## src/rtl/pb_go_cond.sv

```systemverilog
// pb_go_cond: push-button conditioner placed in front of the tune player.
// It synchronizes and debounces an active-low button and issues one `go`
// pulse for each accepted press. A re-trigger lockout rejects presses while
// a tune started by the previous go is still playing. It also reports the
// debounced level, an optional long-press pulse and a count of accepted
// presses.
// Build option: define PB_LONG_PRESS_EN to build the hold counter and the
// long_press pulse. Without it long_press is tied low.
module pb_go_cond #(
    parameter int FAST_SIM = 1,
    parameter int DB_CYC   = 1048576,
    parameter int LONG_CYC = 33554432,
    parameter int LOCK_CYC = 67108864
) (
    input  logic       clk,
    input  logic       rst_n,
    input  logic       pb_raw,
    output logic       go,
    output logic       long_press,
    output logic       pb_level,
    output logic [7:0] press_cnt
);

    // Timings that are actually in effect (short ones for simulation)
    localparam int DB_A   = (FAST_SIM != 0) ? 16  : DB_CYC;
    localparam int LONG_A = (FAST_SIM != 0) ? 64  : LONG_CYC;
    localparam int LOCK_A = (FAST_SIM != 0) ? 256 : LOCK_CYC;

    localparam int DB_W = (DB_A   > 1) ? $clog2(DB_A)   : 1;
    localparam int LK_W = (LOCK_A > 1) ? $clog2(LOCK_A) : 1;

    localparam logic [DB_W-1:0] DB_LAST   = DB_W'(DB_A - 1);
    localparam logic [LK_W-1:0] LOCK_LAST = LK_W'(LOCK_A - 1);

    typedef enum logic [1:0] {
        REL    = 2'd0,
        PRS_DB = 2'd1,
        HELD   = 2'd2,
        REL_DB = 2'd3
    } state_t;

    logic [1:0]      sync_q;
    logic            pressed;
    state_t          state_q, state_d;
    logic [DB_W-1:0] db_cnt_q, db_cnt_d;
    logic [LK_W-1:0] lock_cnt_q, lock_cnt_d;
    logic [7:0]      press_cnt_q, press_cnt_d;
    logic            go_q, go_d;
    logic            pb_level_q, pb_level_d;
    logic            enter_held;
    logic            accept;

    // Two-flop synchronizer; both stages idle at 1 (button released)
    always_ff @(posedge clk or negedge rst_n) begin
        if (!rst_n) begin
            sync_q <= 2'b11;
        end else begin
            sync_q <= {sync_q[0], pb_raw};
        end
    end

    assign pressed = ~sync_q[1];

    // State register plus all registered outputs and counters
    always_ff @(posedge clk or negedge rst_n) begin
        if (!rst_n) begin
            state_q     <= REL;
            db_cnt_q    <= '0;
            lock_cnt_q  <= '0;
            press_cnt_q <= '0;
            go_q        <= 1'b0;
            pb_level_q  <= 1'b0;
        end else begin
            state_q     <= state_d;
            db_cnt_q    <= db_cnt_d;
            lock_cnt_q  <= lock_cnt_d;
            press_cnt_q <= press_cnt_d;
            go_q        <= go_d;
            pb_level_q  <= pb_level_d;
        end
    end

    // Next-state logic: debounce in both directions with one shared counter
    always_comb begin
        state_d  = state_q;
        db_cnt_d = db_cnt_q;
        case (state_q)
            REL: begin
                if (pressed) begin
                    state_d  = PRS_DB;
                    db_cnt_d = '0;
                end
            end
            PRS_DB: begin
                if (!pressed) begin
                    state_d = REL;
                end else if (db_cnt_q == DB_LAST) begin
                    state_d = HELD;
                end else begin
                    db_cnt_d = db_cnt_q + DB_W'(1);
                end
            end
            HELD: begin
                if (!pressed) begin
                    state_d  = REL_DB;
                    db_cnt_d = '0;
                end
            end
            REL_DB: begin
                if (pressed) begin
                    state_d = HELD;
                end else if (db_cnt_q == DB_LAST) begin
                    state_d = REL;
                end else begin
                    db_cnt_d = db_cnt_q + DB_W'(1);
                end
            end
            default: begin
                state_d  = REL;
                db_cnt_d = '0;
            end
        endcase
    end

    // A press completes only on the PRS_DB->HELD edge, never on a bounce back
    assign enter_held = (state_q == PRS_DB) && (state_d == HELD);
    assign accept     = enter_held && (lock_cnt_q == '0);

    // Output logic: go pulse, press count, lockout timer, debounced level
    always_comb begin
        go_d        = accept;
        press_cnt_d = press_cnt_q + {7'd0, accept};
        lock_cnt_d  = lock_cnt_q;
        if (accept) begin
            lock_cnt_d = LOCK_LAST;
        end else if (lock_cnt_q != '0) begin
            lock_cnt_d = lock_cnt_q - LK_W'(1);
        end
        // Level rises with the press; it drops one clock after REL is
        // re-entered, which accounts for the HELD->REL_DB hop on release.
        pb_level_d = pb_level_q;
        if (enter_held) begin
            pb_level_d = 1'b1;
        end else if (state_q == REL) begin
            pb_level_d = 1'b0;
        end
    end

    assign go        = go_q;
    assign pb_level  = pb_level_q;
    assign press_cnt = press_cnt_q;

`ifdef PB_LONG_PRESS_EN
    localparam int LG_W = (LONG_A > 1) ? $clog2(LONG_A) : 1;
    localparam logic [LG_W-1:0] LONG_LAST = LG_W'(LONG_A - 1);

    logic [LG_W-1:0] hold_cnt_q, hold_cnt_d;
    logic            long_press_q, long_press_d;

    // Hold timer register and its one-shot long-press pulse
    always_ff @(posedge clk or negedge rst_n) begin
        if (!rst_n) begin
            hold_cnt_q   <= '0;
            long_press_q <= 1'b0;
        end else begin
            hold_cnt_q   <= hold_cnt_d;
            long_press_q <= long_press_d;
        end
    end

    // Count while held (including release bounces); pulse once on saturation
    always_comb begin
        hold_cnt_d   = hold_cnt_q;
        long_press_d = 1'b0;
        if (enter_held) begin
            hold_cnt_d = '0;
        end else if ((state_q == REL_DB) && (state_d == REL)) begin
            hold_cnt_d = '0;
        end else if (((state_q == HELD) || (state_q == REL_DB)) &&
                     (hold_cnt_q != LONG_LAST)) begin
            hold_cnt_d   = hold_cnt_q + LG_W'(1);
            long_press_d = ((hold_cnt_q + LG_W'(1)) == LONG_LAST);
        end
    end

    assign long_press = long_press_q;
`else
    assign long_press = 1'b0;
`endif

endmodule

```

## config.mk

```make
export PLATFORM = sky130hd
export DESIGN_NAME = pb_go_cond
export DESIGN_NICKNAME = d
export VERILOG_FILES = /design/src/rtl/pb_go_cond.sv
export SDC_FILE = /design/constraint.sdc
export NUM_CORES = 1
export LEC_CHECK = 0
export CAP_MARGIN = 5
export CORE_MARGIN = 4
export CORE_UTILIZATION = 51
export CTS_BUF_LIST = sky130_fd_sc_hd__clkbuf_4
export CTS_CLUSTER_DIAMETER = 40
export DETAILED_ROUTE_END_ITERATION = 10
export HOLD_SLACK_MARGIN = 0.15
export PLACE_DENSITY = 0.77
export SLEW_MARGIN = 30
export SYNTH_ARGS = -nofsm -noshare
export SYNTH_HDL_FRONTEND = slang
export SYNTH_SLANG_ARGS = --single-unit
```

## constraint.sdc

```tcl
create_clock -name clk -period 2.4 [get_ports clk]
set_input_delay 0.36 -clock clk [delete_from_list [all_inputs] [get_ports clk]]
set_output_delay 0.36 -clock clk [all_outputs]
set_load 0.05 [all_outputs]
```

==> flow_summary_export.csv <==
group,metric,value,unit
routing,via_per_inst,5.47,
floorplanning,ioPinCount,14,
sta,hold_viol,0,
synth,synth_fp_nets,113,
routing,vias,832,
routing,drc,0,
sta,finalClockSkew,0.00651,ns
synth,syn_area,1150,um2
power_and_ir_drop,ir_worst_vdd,0.462,mV
sta,fin_crit,2.26,ns
critical_path,cp_slowest_stage_delay,0.46,ns
finish,n_antenna_cell,0,
floorplanning,start_util,56.3,%
grt,grt_pass1_vias,850,
sta,maxSlewViolCount,0,
critical_path,cp_slowest_cell,"or4b_4",
synth,ys_warn_count,0,
sta,fmax,443,MHz
clock_tree,clk_path_buf_depth,2,
critical_path,critPathBufInv,1,
routing,drt_wl_total,2020,um
finish,synthToLayoutAreaGrowth,22.9,%
synth,synth_seq_cells,26,
critical_path,crit_family,"simple AND/OR/NAND/NOR gates",
critical_path,worstSetupStartpointType,"register",
clock_tree,clock_sinks,26,
synth,synthFlopType,"dfrtp_1",
sta,whs,0.327,ns
critical_path,crit_chain,"inv_1, ha_1, or4b_4, nand3b_4, nor2_4, ha_4, ha_2, and3_4, nand3_1, xnor2_1",
synth,synth.avg_cell_area,10.8,um2
routing,first_iter_violations,8,
routing,drt_pass1_iterations,4,
run_status,status,"complete, no violations",
synth,synthArstFlopShare,100,%
grt,grt_max_degree,18,
power_and_ir_drop,p_per_area,810,nW/um2
sta,worst_pin_slew,0.723,ns
sta,setup_violations,0,
floorplanning,die_y,55.5,um
sta,max_slew_margin,51.2,%
grt,grt_first_pass_wirelength,3590,um
finish,final_area,1410,um2
finish,layout_common_cells,"dfrtp_1, nand2_1, clkdlybuf4s50_1, o21ai_0, inv_1",
clock_tree,ctsHoldBuffers,0,
grt,grt_usage,13.9,%
grt,grt-ovfl-total,0,
floorplanning,dieArea,3080,um2
placement,port_buffers,12,
critical_path,cp_max_fo,5,
clock_tree,path_clk_slew,0.14,ns
floorplanning,floorplan.rows,16,
floorplanning,fp.coreArea,2040,um2
grt,antenna_found_initial,0,
synth,yosysSeqAreaShare,56.9,%
clock_tree,cts-buffers-inserted,3,
job,maxCapViolCount,0,
finish,layout.nets,133,
synth,synth_edf_count,0,
critical_path,critPathKind,"reg -> reg",
clock_tree,cts-root-buf,"clkbuf_4",
sta,finalCritPeriodShare,94.0,%
clock_tree,h-tree-depth,1,
finish,final_common_cell,"dfrtp_1",
critical_path,critPathArrivalTime,2.48,ns
placement,gp_congestion,0.828,
clock_tree,clock_latency,0.32,ns
floorplanning,die_x,55.5,um
clock_tree,cts_tree,"yes",
critical_path,cp-end-kind,"register",
critical_path,cp.required,2.63,ns
routing,wire_per_inst,13.3,um
placement,dp_hpwl,1580,um
placement,dpl_cell_area,1330,um2
routing,antenna_left,0,
synth,ys_types,29,
power_and_ir_drop,static-leakage-power,0.653,nW
sta,tns,0,ns
finish,post_route_cells_drive_above_1_share,14.4,%
hold_path,hold_path_class,"in -> async",
sta,rsz0062_at_grt,"no",
synth,synth_cells,106,
==> power breakdown <==
group	total [mW]	internal [mW]	switching [mW]
Clock	0.298	0.169	0.130
Combinational	0.266	0.130	0.135
Sequential	0.580	0.512	0.0676
Total	1.14	0.811	0.333
==> final cells by class <==
| class | instances | area (um2) |
|---|---|---|
| clock buffer | 3 | 22.5 |
| clock inverter | 1 | 30.0 |
| fill | 151 | 631 |
| inverter | 6 | 22.5 |
| multi-input combinational | 72 | 492 |
| sequential | 26 | 653 |
| tap | 27 | 33.8 |
| timing repair buffer | 17 | 158 |
==> stage by stage <==
stage	setup slack [ns]	utilization (%)	power [mW]	std cells
2_1_floorplan	-0.00594	-	0.773	106
3_3_place_gp	0.167	65.3	0.834	148
3_5_place_dp	0.0951	65.3	0.852	148
4_1_cts	0.0857	67.8	1.15	152
5_1_grt	0.00926	69.1	1.21	152
6_report	0.143	69.1	1.14	152
==> path summary, 6_finish.rpt <==
kind,start,endpoint,slack [ns],cells past startpoint
min in group clk,sync_q[0],sync_q[1],0.37,0
max,lock_cnt_q[0],press_cnt[6],0.14,10
max reg2reg,lock_cnt_q[0],press_cnt[6],0.14,10
min,rst_n,lock_cnt_q[2],0.33,1
min reg2reg,sync_q[0],sync_q[1],0.37,0
max in group asynchronous,rst_n,go,1.49,2
==> state kept, by name, summed over array words and instances, names as in the netlist <==
| register | flops |
|---|---|
| db_cnt_q | 4 |
| pb_level | 1 |
| go | 1 |
| state_q | 2 |
| lock_cnt_q | 8 |
| press_cnt | 8 |
| sync_q | 2 |
==> synth_stat cells, types with 2 or more instances <==
master / n / area, um2
dfrtp_1: 24 / 601
nand2_1: 13 / 48.8
o21ai_0: 9 / 45.0
inv_1: 6 / 22.5
nor2_1: 6 / 22.5
nor3_1: 5 / 25.0
xnor2_1: 5 / 43.8
and3_1: 4 / 25.0
ha_1: 4 / 50.1
a21oi_1: 3 / 15.0
mux2i_1: 3 / 30.0
nand4_1: 3 / 18.8
a211oi_1: 2 / 15.0
dfstp_2: 2 / 52.6
nand3_1: 2 / 10.0
xor2_1: 2 / 17.5
==> kinds of logic (layout without fill, tap and decap cells) <==
| kind of cell | after synthesis | in the layout | synth area share (%) |
|---|---|---|---|
| AO/OA/AOI/OAI | 17 | 17 | 8.61 |
| XOR/XNOR | 7 | 7 | 5.34 |
| adder cells (fa/ha/maj) | 4 | 4 | 4.36 |
| buffers and inverters | 8 | 27 | 3.05 |
| flip-flops | 26 | 26 | 56.9 |
| multiplexers | 3 | 3 | 2.61 |
| other | 1 | 1 | 0.326 |
| AND/OR/NAND/NOR | 40 | 40 | 18.8 |
==> routing by layer <==
metal	up-vias	GRT usage, %	wire (um)
met1	417	17.5	888
met2	11	24.3	1080
met4	0	4.86	0
li1	404	-	-
met3	0	1.86	55
met5	-	0	0
==> timing repair <==
action / CTS / global route
setup endpoints to repair: 0 / 1
resized for setup: 0 / 5
buffers inserted: 0 / 0
==> worst reg2reg max path: cells and delay by family (launching register included) <==
family,cells,cell delay [ns]
AND/OR/NAND/NOR,5,1.05
adder cells (fa/ha/maj),3,0.48
XOR/XNOR,1,0.13
buffers and inverters,1,0.07
flip-flops,1,0.44
Power figures use the tool's default switching activity.
